`src/rtl/hawk_video_rx.sv`:
```
// Receive side of the Hawk FVAL/LVAL/DATA parallel video bus: samples the bus,
// tracks frame/line structure, emits a qualified pixel stream with X/Y
// coordinates, SOF/EOL/EOF strobes, geometry measurements and sticky errors.
`timescale 1ns/1ps

module hawk_video_rx #(
    parameter int unsigned DW         = 14,
    parameter int unsigned EXP_WIDTH  = 640,
    parameter int unsigned EXP_HEIGHT = 15,
    parameter int unsigned XW         = 12,
    parameter int unsigned YW         = 12
) (
    input  logic          CLK,
    input  logic          Reset,
    input  logic          FVAL,
    input  logic          LVAL,
    input  logic [DW-1:0] DATA,
    input  logic          CLR_ERR,
    output logic [DW-1:0] PIX_DATA,
    output logic          PIX_VALID,
    output logic [XW-1:0] PIX_X,
    output logic [YW-1:0] PIX_Y,
    output logic          SOF,
    output logic          EOL,
    output logic          EOF,
    output logic [XW-1:0] LAST_WIDTH,
    output logic [YW-1:0] LAST_HEIGHT,
    output logic          FRAME_OK,
    output logic [15:0]   FRAME_CNT,
    output logic          ERR_LEN,
    output logic          ERR_HGT,
    output logic          ERR_SYNC
);

    localparam logic [XW-1:0] X_MAX = '1;
    localparam logic [YW-1:0] Y_MAX = '1;
    localparam logic [XW-1:0] EXP_W = XW'(EXP_WIDTH);
    localparam logic [YW-1:0] EXP_H = YW'(EXP_HEIGHT);

    typedef enum logic [1:0] {
        WAIT_SYNC,
        IDLE,
        FRAME,
        LINE
    } state_t;

    state_t        state;
    state_t        next_state;

    logic          f1, l1, f2, l2;
    logic [DW-1:0] d1;
    logic          primed;

    logic [XW-1:0] x;
    logic [YW-1:0] y;
    logic          acc;

    logic          pix_c;
    logic          frame_start_c;
    logic          line_start_c;
    logic          line_end_c;
    logic          frame_end_c;
    logic          sync_err_c;

    logic [XW-1:0] x_cur;
    logic [YW-1:0] y_cur;
    logic [YW-1:0] y_inc;
    logic [YW-1:0] height_c;
    logic          width_bad_c;
    logic          height_bad_c;
    logic          acc_line_c;

    // Input sampling; primed marks that f1 holds a real bus sample.
    always_ff @(posedge CLK or posedge Reset) begin
        if (Reset) begin
            f1     <= 1'b0;
            l1     <= 1'b0;
            f2     <= 1'b0;
            l2     <= 1'b0;
            d1     <= '0;
            primed <= 1'b0;
        end else begin
            f1     <= FVAL;
            l1     <= LVAL;
            d1     <= DATA;
            f2     <= f1;
            l2     <= l1;
            primed <= 1'b1;
        end
    end

    // FSM state register.
    always_ff @(posedge CLK or posedge Reset) begin
        if (Reset) begin
            state <= WAIT_SYNC;
        end else begin
            state <= next_state;
        end
    end

    // Next state and per-cycle frame/line events from the sampled bus.
    always_comb begin
        next_state    = state;
        pix_c         = 1'b0;
        frame_start_c = 1'b0;
        line_start_c  = 1'b0;
        line_end_c    = 1'b0;
        frame_end_c   = 1'b0;
        sync_err_c    = l1 & ~f1;
        case (state)
            WAIT_SYNC: begin
                if (primed && !f1) begin
                    next_state = IDLE;
                end
            end
            IDLE: begin
                if (f1 && !f2) begin
                    frame_start_c = 1'b1;
                    if (l1) begin
                        line_start_c = 1'b1;
                        pix_c        = 1'b1;
                        next_state   = LINE;
                    end else begin
                        next_state   = FRAME;
                    end
                end
            end
            FRAME: begin
                if (!f1) begin
                    frame_end_c = 1'b1;
                    next_state  = IDLE;
                end else if (l1 && !l2) begin
                    line_start_c = 1'b1;
                    pix_c        = 1'b1;
                    next_state   = LINE;
                end
            end
            LINE: begin
                if (!f1) begin
                    // Truncated line: close the line and the frame together.
                    line_end_c  = 1'b1;
                    frame_end_c = 1'b1;
                    next_state  = IDLE;
                end else if (l1) begin
                    pix_c = 1'b1;
                end else begin
                    line_end_c = 1'b1;
                    next_state = FRAME;
                end
            end
            default: next_state = WAIT_SYNC;
        endcase
    end

    // Coordinates, geometry checks and frame-accumulator update for this cycle.
    always_comb begin
        x_cur        = line_start_c ? '0 : x;
        y_cur        = frame_start_c ? '0 : y;
        y_inc        = (y == Y_MAX) ? y : y + YW'(1);
        width_bad_c  = line_end_c && ((x != EXP_W) || (x == X_MAX));
        acc_line_c   = (frame_start_c | acc) & ~width_bad_c;
        height_c     = line_end_c ? y_inc : y_cur;
        height_bad_c = frame_end_c && ((height_c != EXP_H) || (height_c == Y_MAX));
    end

    // Line/frame counters and per-frame OK accumulator.
    always_ff @(posedge CLK or posedge Reset) begin
        if (Reset) begin
            x   <= '0;
            y   <= '0;
            acc <= 1'b0;
        end else begin
            if (pix_c) begin
                x <= (x_cur == X_MAX) ? x_cur : x_cur + XW'(1);
            end
            if (frame_start_c) begin
                y <= '0;
            end else if (line_end_c) begin
                y <= y_inc;
            end
            if (frame_start_c || line_end_c) begin
                acc <= acc_line_c;
            end
        end
    end

    // Registered pixel stream and strobes.
    always_ff @(posedge CLK or posedge Reset) begin
        if (Reset) begin
            PIX_DATA  <= '0;
            PIX_VALID <= 1'b0;
            PIX_X     <= '0;
            PIX_Y     <= '0;
            SOF       <= 1'b0;
            EOL       <= 1'b0;
            EOF       <= 1'b0;
        end else begin
            PIX_VALID <= pix_c;
            SOF       <= line_start_c && (y_cur == '0);
            EOL       <= line_end_c;
            EOF       <= frame_end_c;
            if (pix_c) begin
                PIX_DATA <= d1;
                PIX_X    <= x_cur;
                PIX_Y    <= y_cur;
            end
        end
    end

    // Geometry results, frame counter and sticky error flags.
    always_ff @(posedge CLK or posedge Reset) begin
        if (Reset) begin
            LAST_WIDTH  <= '0;
            LAST_HEIGHT <= '0;
            FRAME_OK    <= 1'b0;
            FRAME_CNT   <= '0;
            ERR_LEN     <= 1'b0;
            ERR_HGT     <= 1'b0;
            ERR_SYNC    <= 1'b0;
        end else begin
            if (line_end_c) begin
                LAST_WIDTH <= x;
            end
            if (frame_end_c) begin
                LAST_HEIGHT <= height_c;
                FRAME_OK    <= acc_line_c & ~height_bad_c;
                FRAME_CNT   <= FRAME_CNT + 16'd1;
            end
            ERR_LEN  <= (ERR_LEN  & ~CLR_ERR) | width_bad_c;
            ERR_HGT  <= (ERR_HGT  & ~CLR_ERR) | height_bad_c;
            ERR_SYNC <= (ERR_SYNC & ~CLR_ERR) | sync_err_c;
        end
    end

endmodule

```
`config.mk`:
```
export PLATFORM = sky130hd
export DESIGN_NAME = hawk_video_rx
export DESIGN_NICKNAME = d
export VERILOG_FILES = /design/src/rtl/hawk_video_rx.sv
export SDC_FILE = /design/constraint.sdc
export NUM_CORES = 1
export LEC_CHECK = 0
export BUFFER_PORTS_ARGS = -buffer_cell sky130_fd_sc_hd__buf_4
export CORE_MARGIN = 2
export CORE_UTILIZATION = 55
export DETAILED_ROUTE_END_ITERATION = 8
export PLACE_DENSITY = 0.9
export SLEW_MARGIN = 20
export SYNTH_ARGS = -nofsm -noshare
export SYNTH_HDL_FRONTEND = slang
export SYNTH_SLANG_ARGS = --single-unit
export TNS_END_PERCENT = 100
```
`constraint.sdc`:
```
create_clock -name CLK -period 6.74 [get_ports CLK]
set_input_delay 1.685 -clock CLK [delete_from_list [all_inputs] [get_ports CLK]]
set_output_delay 1.685 -clock CLK [all_outputs]
set_load 0.02 [all_outputs]
```
# Yosys cells after proc, flatten, opt, wreduce, memory -nomap -nowiden
# Cells that the tools add are included.
[totals] ff_bits=132 input_bits=19 out_inout_bits=86 wordCells=100
[op_classes] add_sub_neg=3 n_eq_ne=13 muxes=29 bitwise_logic=14 reduce_logical=17
[ops] operator="2-to-1 mux 12 bit" count=7
[ops] operator="equality test 12 bit, second input constant" count=4
[ops] operator="adder 12 x 1 -> 12 bit, second input constant" count=2
[ops] operator="adder 16 x 1 -> 16 bit, second input constant" count=1
[ops] operator="2-to-1 mux 1 bit" count=13
[ops] operator="logical NOT 12 bit" count=1
[ops] operator="2-to-1 mux 2 bit" count=6
[ops] operator="!= test 12 x 10 -> 1 bit, second input constant" count=1
[ops] operator="!= test 12 x 4 -> 1 bit, second input constant" count=1
[ops] operator="one-hot mux 2 bit (4 select lines)" count=1
[ops] operator="bitwise AND 1 bit" count=6
[ops] operator="logical AND 1 bit" count=6
[ops] operator="!= test 3 bit, second input constant" count=2
[ops] operator="equality test 2 bit, second input constant" count=2
[ops] operator="!= test 2 bit, second input constant" count=2
[ops] operator="inverter 1 bit" count=4
[ops] operator="bitwise OR 1 bit" count=4
[ops] operator="AND reduction 4 bit" count=1
[ops] operator="logical NOT 1 bit" count=3
[ops] operator="logical OR 1 bit" count=3
[ops] operator="one-hot mux 1 bit (3 select lines)" count=1
[ops] operator="equality test 2 x 1 -> 1 bit, second input constant" count=1
[ops] operator="logical NOT 2 bit" count=1
[ops] operator="one-hot mux 1 bit (2 select lines)" count=1
[ops] operator="2 further kinds" count=2

# Logic depth before layout (Yosys ltp)
# Gate-level depths: netlist of run 1.
[depth] word_depth=11 mapped_depth=11 depth_no_buf=11

# Worst setup path after synthesis of run 1
# OpenSTA, ideal clock, no wires.
[synth_timing] kind="register to register" start="reg state[1]" end="reg x[1]" arrival_ns=2.807 slack_ns=3.808 stages_incl_launch_ff=11 path_buffers=0 cell_sequence="dfrtp_1 inv_1 ha_1 nor2b_1 o2111ai_1 and2_1 ha_1 nand3_1 nor4_1 nor2_1 mux2_2"
[synth_via] elab_chain_len=5 elab_cells_between_ends=9 classes_between="add/sub: 1; eq/ne: 4; mux: 4"
[synth_rtl] element="start: declaration" line="47" rtl="state_t state;"
[synth_rtl] element="start signal: assignment" line="97" rtl="state <= next_state;"
[synth_rtl] element="equality test 2 bit / equality test 2 x 1 -> 1 bit (equally long branches)" line="110" rtl="case (state)"
[synth_rtl] element="one-hot mux 1 bit (2 select lines) (*)" line="110"
[synth_rtl] element="2-to-1 mux 12 bit (*)" line="157" rtl="x_cur = line_start_c ? '0 : x;"
[synth_rtl] element="via x_cur[1]" line="65" rtl="logic [XW-1:0] x_cur;"
[synth_rtl] element="adder 12 x 1 -> 12 bit / equality test 12 bit (equally long branches)" line="174" rtl="x <= (x_cur == X_MAX) ? x_cur : x_cur + XW'(1);"
[synth_rtl] element="2-to-1 mux 12 bit (*)" line="174"
[synth_rtl] element="end signal: assignment" line="174"
[synth_rtl] element="end: declaration" line="54" rtl="logic [XW-1:0] x;"
# Mark *: on every way through the listed nets, which the timed path passes. The rest lies on a longest branch.
# A chain may end at the register's enable or synchronous reset.

# Final worst setup path of run 1
# Same ends and word-level chain as after synthesis.

==> summary.md, run 1 <==
| Metric | Value |
|---|---|
| Outcome | finished, final reports clean |
| IO buf count | 104 |
| Total of max-cap violations | 0 |
| Number of buffers added for setup after CTS | 0 |
| Placement row count | 36 |
| Clock sink count | 132 |
| Largest vdd supply drop | 0.000283 V |
| DRC errors left | 0 |
| Clock tree root driver cell | sky130_fd_sc_hd__clkbuf_8 |
| Critical path required time | 7.14 ns |
| Global-route wire length before repair | 22,400 um |
| Worst reg2reg startpoint | state[1] |
| Final weighted congestion in routability-driven placement | 0.902 |
| Routed length per placed instance | 16.3 um |
| I/O pin count | 105 |
| Total of cells resized after clock tree synthesis | 0 |
| Crit path launch type | flip-flop |
| Static power due to leakage | 3.48 nW |
| Post-detailed-route via-to-cell ratio | 5.66 |
| Drt pass-1 iters | 5 |
| Core region area | 9820 um2 |
| Sequential cell area fraction in the yosys report | 59.1% |
| Number of warning messages in the yosys log | 0 |
| Hold Path Stages | 2 |
| Worst clock skew | 0.00655 ns |
| P per Cell Area | 388 nW/um2 |
| Max transition margin | 36.2% |
| Final global-route overflow total | 0 |
| Highest attainable clock frequency | 0.283 GHz |
| Number of hold violations in the final report | 0 |
| Startpoint-to-endpoint class of the critical path | flip-flop to flip-flop |
| Min-delay worst type | flip-flop to flip-flop |
| Starting DRT DRC Count | 354 |
| Number of flip-flops and latches in the synthesized netlist | 132 |
| Clock insertion delay at the later pin of the skew report | 0.52 ns |
| Placed cell areas | 6450 um2 |
| Routed Antenna Nets | 0 |
| Area of the die | 11,000 um2 |
| Final worst path period need | 3.53 ns |
| Via count of the first global-routing pass | 4,645 |
| Highest-count cells in the layout ignoring fill and taps | sky130_fd_sc_hd__nand2_1, sky130_fd_sc_hd__dfrtp_1, sky130_fd_sc_hd__buf_4, sky130_fd_sc_hd__o21ai_0, sky130_fd_sc_hd__nand3_1 |
| Max-slew violation count | 0 |
| Via count | 4,570 |
| Leading cell type in the layout, fill and taps excluded | sky130_fd_sc_hd__nand2_1 |
| Synth Net Count | 589 |
| Maximum net fanout on the critical path | 17 |
| Worst R2R Setup Slack | 3.21 ns |
| Initial Utilization | 56.9% |
| Share of the clock period used by the worst path | 52.4% |
| # diodes | 0 |
| Maximum number of pins on one net before global-route repair | 68 |
| EDFF count, synth | 0 |
| Setup repair after global routing missed its margin | no |
| Clock-pin slew on the worst setup and hold paths | 0.06 ns |
| Count of hold-fix buffers inserted at cts | 0 |
| Final count of negative-setup-slack endpoints | 0 |
| GR Util All Layers | 25.7% |
| Initial antenna violation count | 0 |
| Aggregate negative setup slack | 0 ns |
| Share of post-route cells with drive strength above 1 | 22.6% |
| Cell area after synthesis | 5590 um2 |
| Worst EP arrival | 3.93 ns |
| Final routed wirelength across all metal layers | 13,200 um |
| Clk buf depth | 2 |
| Number of buffers added by the clock tree synthesis step | 17 |
| Proportion of register bits with asynchronous set or reset after synthesis | 100% |
| Final HPWL from detailed placement | 8620 um |
| Layout-stage area growth over the synthesis result | 26.0% |
| Final instance area | 7040 um2 |
| Category of the worst setup path capture point | flip-flop |
| Chip height | 105 um |
| Worst Tran Pin Value | 0.957 ns |
| FF-to-FF End | x[1] |
| Clock H-tree levels | 4 |
| Start point of the worst min-delay path | d1[11] |
| TritonCTS clock tree | done |
| Mapped Cells | 562 |
| Final net count | 688 |
| Flip-flop cell with the highest count after synthesis | sky130_fd_sc_hd__dfrtp_1 |
| Number of cell instances on the worst register-to-register path | 11 |
| Post-Synthesis Mean Instance Area | 9.94 um2 |
| Horizontal extent of the die | 105 um |
| Worst hold path endpoint | PIX_DATA[11] |
| Unique masters post-synth | 58 |
[report_power, final]
group	internal (W)	leakage, nW	switching [W]	total, W
Sequential	0.000930	1.74	0.000119	0.00105
Combinational	0.000286	1.46	0.000484	0.000770
Clock	0.000571	0.280	0.000338	0.000910
Total	0.00179	3.48	0.000941	0.00273
[logic make-up after synthesis]
kind of cell / synth area share, %
buffers and inverters: 3.22
xor gates and xnor gates: 3.29
muxes: 1.19
adders and majority gates: 1.79
other: 0.0671
and+or+nand+nor: 21.8
AOI/OAI and AO/OA: 9.56
DFF: 59.1
[stage by stage]
stage	hold WS, ns	power, W	setup WS, ns	std cells	utilization (%)
floorplan	0.349	0.00152	1.53	562	-
global placement	0.417	0.00177	3.56	775	65.7
detailed placement	0.420	0.00181	3.39	775	65.7
CTS	0.436	0.00274	3.25	807	71.7
global route	0.460	0.00287	2.82	807	71.7
finish	0.435	0.00273	3.21	807	71.7
[layout make-up]
class,count,area (um2)
Clock buffer,19,432
Clock inverter,13,158
Fill cell,705,2780
Inverter,17,66.3
Multi-Input combinational cell,385,2100
Sequential cell,132,3300
Tap cell,133,166
Timing Repair Buffer,108,811
[worst max-delay path: stages (launching register included)]
cell and delay [ns]:
sky130_fd_sc_hd__dfrtp_1 0.38, sky130_fd_sc_hd__inv_1 0.11, sky130_fd_sc_hd__ha_1 0.27, sky130_fd_sc_hd__nor2b_1 0.18, sky130_fd_sc_hd__o2111ai_1 0.20, sky130_fd_sc_hd__buf_4 0.25, sky130_fd_sc_hd__and2_1 0.23, sky130_fd_sc_hd__ha_1 0.23
sky130_fd_sc_hd__nand3_1 0.16, sky130_fd_sc_hd__nor4_1 0.80, sky130_fd_sc_hd__nor2_1 0.26, sky130_fd_sc_hd__mux2_2 0.35
[worst max path at each step]
stage,startpoint,to
6_report,state[1],x[1]
5_1_grt,state[1],x[5]
2_1_floorplan,Reset,EOF
3_3_place_gp,Reset,FRAME_CNT[13]
3_5_place_dp,state[1],x[1]
4_1_cts,state[1],x[1]
[synthesized netlist by cell type (2+ instances only)]
library cell	count	area [um2]
sky130_fd_sc_hd__a211oi_1	2	15.0
sky130_fd_sc_hd__a21o_1	2	15.0
sky130_fd_sc_hd__a21oi_1	9	45.0
sky130_fd_sc_hd__a311o_1	2	20.0
sky130_fd_sc_hd__a31oi_1	5	31.3
sky130_fd_sc_hd__and2_1	4	25.0
sky130_fd_sc_hd__and3_1	9	56.3
sky130_fd_sc_hd__and3b_1	2	17.5
sky130_fd_sc_hd__buf_1	3	11.3
sky130_fd_sc_hd__buf_2	6	30.0
sky130_fd_sc_hd__clkbuf_1	18	67.6
sky130_fd_sc_hd__dfrtp_1	132	3300
sky130_fd_sc_hd__ha_1	8	100
sky130_fd_sc_hd__inv_1	15	56.3
sky130_fd_sc_hd__inv_2	2	7.51
sky130_fd_sc_hd__mux2_2	5	56.3
sky130_fd_sc_hd__nand2_1	152	571
sky130_fd_sc_hd__nand2b_1	6	37.5
sky130_fd_sc_hd__nand3_1	27	135
sky130_fd_sc_hd__nand3_2	2	20.0
sky130_fd_sc_hd__nand4_1	11	68.8
sky130_fd_sc_hd__nor2_1	23	86.3
sky130_fd_sc_hd__nor2b_1	2	12.5
sky130_fd_sc_hd__nor3_1	6	30.0
sky130_fd_sc_hd__nor4_1	9	56.3
sky130_fd_sc_hd__o211ai_1	7	52.6
sky130_fd_sc_hd__o21ai_0	34	170
sky130_fd_sc_hd__o21ai_1	3	15.0
sky130_fd_sc_hd__o22ai_1	2	12.5
sky130_fd_sc_hd__o31ai_1	5	37.5
sky130_fd_sc_hd__or4_1	3	22.5
sky130_fd_sc_hd__xnor2_1	15	131
sky130_fd_sc_hd__xor2_1	6	52.6
[layer usage]
metal  vias up  GRT usage [%]  part of all wire (%)
met4         0           15.4                   3.9
met1      2198           33.1                    41
met3        53           5.68                   5.0
met2       194           39.8                    50
met5         -              0                     0
li1       2125              -                     -
[registers in the layout (all words and copies together), names as in the netlist, 2 cells and up]
name and flops:
LAST_HEIGHT 12, PIX_DATA 14, PIX_X 12, PIX_Y 12
x 12, state 2, d1 14, y 12
LAST_WIDTH 12, FRAME_CNT 16
Note: power is estimated with default switching activity, not from simulation.
==> run 2, diff against run 1 <==
==> constraint.sdc (replaced) <==
create_clock -name CLK -period 3.5 [get_ports CLK]
set_input_delay 0.875 -clock CLK [delete_from_list [all_inputs] [get_ports CLK]]
set_output_delay 0.875 -clock CLK [all_outputs]
set_load 0.02 [all_outputs]
==> summary.md, run 2 (synthesis gave the netlist of run 1 again) <==
| Metric | Value |
|---|---|
| Outcome | finished, final reports clean |
| Max transition margin | 54.4% (+18 points) |
| Category of the worst setup path capture point | flip-flop |
| Static power due to leakage | 3.52 nW (+1.2%) |
| P per Cell Area | 748 nW/um2 (+93%) |
| Global-route wire length before repair | 21,700 um (-2.9%) |
| Clk buf depth | 2 (unchanged) |
| Placement row count | 36 (unchanged) |
| Number of buffers added by the clock tree synthesis step | 17 (unchanged) |
| Total of max-cap violations | 0 (unchanged) |
| Setup repair after global routing missed its margin | no |
| Clock insertion delay at the later pin of the skew report | 0.52 ns (about the same) |
| Area of the die | 11,000 um2 (unchanged) |
| Via count of the first global-routing pass | 4,429 (-4.7%) |
| Initial antenna violation count | 0 (unchanged) |
| Final weighted congestion in routability-driven placement | 0.862 (-4.4%) |
| Largest vdd supply drop | 0.000493 V (+74%) |
| Share of the clock period used by the worst path | 89.0% (+37 points) |
| Chip height | 105 um (unchanged) |
| Final global-route overflow total | 0 (unchanged) |
| Worst R2R Setup Slack | 0.38 ns (-2.82 ns) |
| Final net count | 695 (+1.0%) |
| Crit path launch type | flip-flop |
| Final worst path period need | 3.12 ns (-0.418 ns) |
| Leading cell type in the layout, fill and taps excluded | sky130_fd_sc_hd__nand2_1 |
| Met3 routed WL | 676 um (+1.7%) |
| Min-delay worst type | flip-flop to flip-flop |
| Worst Tran Pin Value | 0.685 ns (-0.272 ns) |
| Layout-stage area growth over the synthesis result | 27.6% |
| Highest-count cells in the layout ignoring fill and taps | sky130_fd_sc_hd__nand2_1, sky130_fd_sc_hd__dfrtp_1, sky130_fd_sc_hd__buf_4, sky130_fd_sc_hd__o21ai_0, sky130_fd_sc_hd__nand3_1 |
| Registers with the highest flip-flop counts | FRAME_CNT (16), PIX_DATA (14), d1 (14) |
| Net switching power of the design | 0.00187 W (+98%) |
| Number of buffers added for setup after CTS | 0 (unchanged) |
| Part of the total power dissipated in combinational logic | 28.1% (about the same) |
| Number of standard cells in the final layout excluding fillers | 814 (+0.87%) |
| Horizontal extent of the die | 105 um (unchanged) |
| Share of post-route cells with drive strength above 1 | 23.6% (+1.1 points) |
| Aggregate negative setup slack | 0 ns (unchanged) |
| Drt pass-1 iters | 7 (+2) |
| GR Util All Layers | 25.0% (-0.62 points) |
| Final count of negative-setup-slack endpoints | 0 (unchanged) |
| Largest register FFs | 16 (unchanged) |
| Clock-pin slew on the worst setup and hold paths | 0.06 ns (about the same) |
| Max-slew violation count | 0 (unchanged) |
| Routed length per placed instance | 16.3 um (-0.22%) |
| Critical path required time | 3.95 ns (-3.19 ns) |
| Clock H-tree levels | 4 (unchanged) |
| Clock tree root driver cell | sky130_fd_sc_hd__clkbuf_8 |
| DRC errors left | 0 (unchanged) |
| Core region area | 9820 um2 (unchanged) |
| Sequential cell fraction of total power | 37.9% (-0.5 points) |
| Maximum net fanout on the critical path | 6 (-11) |
| # diodes | 0 (unchanged) |
| Routed Antenna Nets | 0 (unchanged) |
| Switching share of total power | 35.0% (+0.53 points) |
| Number of hold violations in the final report | 0 (unchanged) |
| Placed cells | 782 (+0.90%) |
| Clock Power Share | 34.0% (+0.7 points) |
| Highest routed layer | met4 |
| Startpoint-to-endpoint class of the critical path | flip-flop to flip-flop |
| Worst clock skew | 0.00870 ns (+0.00215 ns) |
| Worst EP arrival | 3.56 ns (-0.37 ns) |
| Highest attainable clock frequency | 0.321 GHz (+13%) |
| I/O pin count | 105 (unchanged) |
| Met2 layer wire length in the routed design | 6810 um (+4.2%) |
| Starting DRT DRC Count | 293 (-17%) |
| Wire length the detailed router placed on met1 | 5470 um (+0.24%) |
| Initial Utilization | 56.9% (unchanged) |
| Final routed wirelength across all metal layers | 13,300 um (+0.65%) |
| Internal cell power | 0.00346 W (+94%) |
| Clock sink count | 132 (unchanged) |
| Via count | 4,549 (-0.46%) |
| Post-detailed-route via-to-cell ratio | 5.59 (-1.3%) |
| Final HPWL from detailed placement | 8730 um (+1.2%) |
| Maximum number of pins on one net before global-route repair | 133 (+96%) |
| Most flop-heavy register | FRAME_CNT |
| IO buf count | 104 (unchanged) |
| TritonCTS clock tree | done |
-- run 2: worst paths after layout --
kind	end	start	depth (start not counted)
worst min register to register	PIX_DATA[5]	d1[5]	2
worst max-delay path	x[5]	state[1]	12
min in group asynchronous	LAST_WIDTH[6]	Reset	3
worst min-delay path	PIX_DATA[5]	d1[5]	2
max in group asynchronous	LAST_HEIGHT[0]	Reset	3
worst max register to register	x[5]	state[1]	12
-- run 2: power by group through the flow --
stage	logic [W]	clock network, W	registers (W)
finish	0.00150	0.00181	0.00202
global route	0.00163	0.00190	0.00205
CTS	0.00150	0.00183	0.00202
detailed placement	0.00148	0	0.00203
global placement	0.00142	0	0.00202
floorplan	0.000719	0	0.00221
-- run 2: per-stage QoR --
step / instance area [um2] / setup slack (ns) / hold slack (ns) / utilization [%] / total power, W
after floorplan: 5590 / 0.568 / 0.349 / - / 0.00293
after global placement: 6520 / 0.365 / 0.419 / 66.4 / 0.00344
after detailed placement: 6520 / 0.180 / 0.421 / 66.4 / 0.00351
after CTS: 7130 / 0.182 / 0.432 / 72.6 / 0.00535
after global routing: 7130 / 0.0967 / 0.433 / 72.6 / 0.00557
final: 7130 / 0.384 / 0.439 / 72.6 / 0.00533
-- run 2: cell type report --
cell class | instances | area (um2)
sequential | 132 | 3300
clock inverter | 15 | 194
clock buffer | 17 | 414
fill | 714 | 2690
multi-input combinational | 385 | 2110
inverter | 17 | 67.6
timing repair buffer | 115 | 876
tap | 133 | 166
-- run 2: worst max-delay path, cell delays in order (launching register included) --
cell,delay (ns)
sky130_fd_sc_hd__dfrtp_1,0.38
sky130_fd_sc_hd__inv_1,0.10
sky130_fd_sc_hd__ha_1,0.26
sky130_fd_sc_hd__nor2b_1,0.19
sky130_fd_sc_hd__o2111ai_1,0.30
sky130_fd_sc_hd__buf_4,0.19
sky130_fd_sc_hd__and2_1,0.16
sky130_fd_sc_hd__ha_1,0.20
sky130_fd_sc_hd__nand3_1,0.17
sky130_fd_sc_hd__nor4_2,0.53
sky130_fd_sc_hd__nor2_1,0.21
sky130_fd_sc_hd__nand3_1,0.17
sky130_fd_sc_hd__mux2i_1,0.19
-- run 2: routing by layer --
metal	vias to the layer above	track usage, %
met5	-	0
met4	0	11.9
met3	25	4.74
met2	171	42.0
met1	2217	31.3
li1	2136	-
-- run 2: repair_timing --
item,4_1_cts,5_1_grt
endpoints found under the setup margin,0,7
hold endpoints to repair,0,0
resized for setup,0,1
hold buffers,0,0
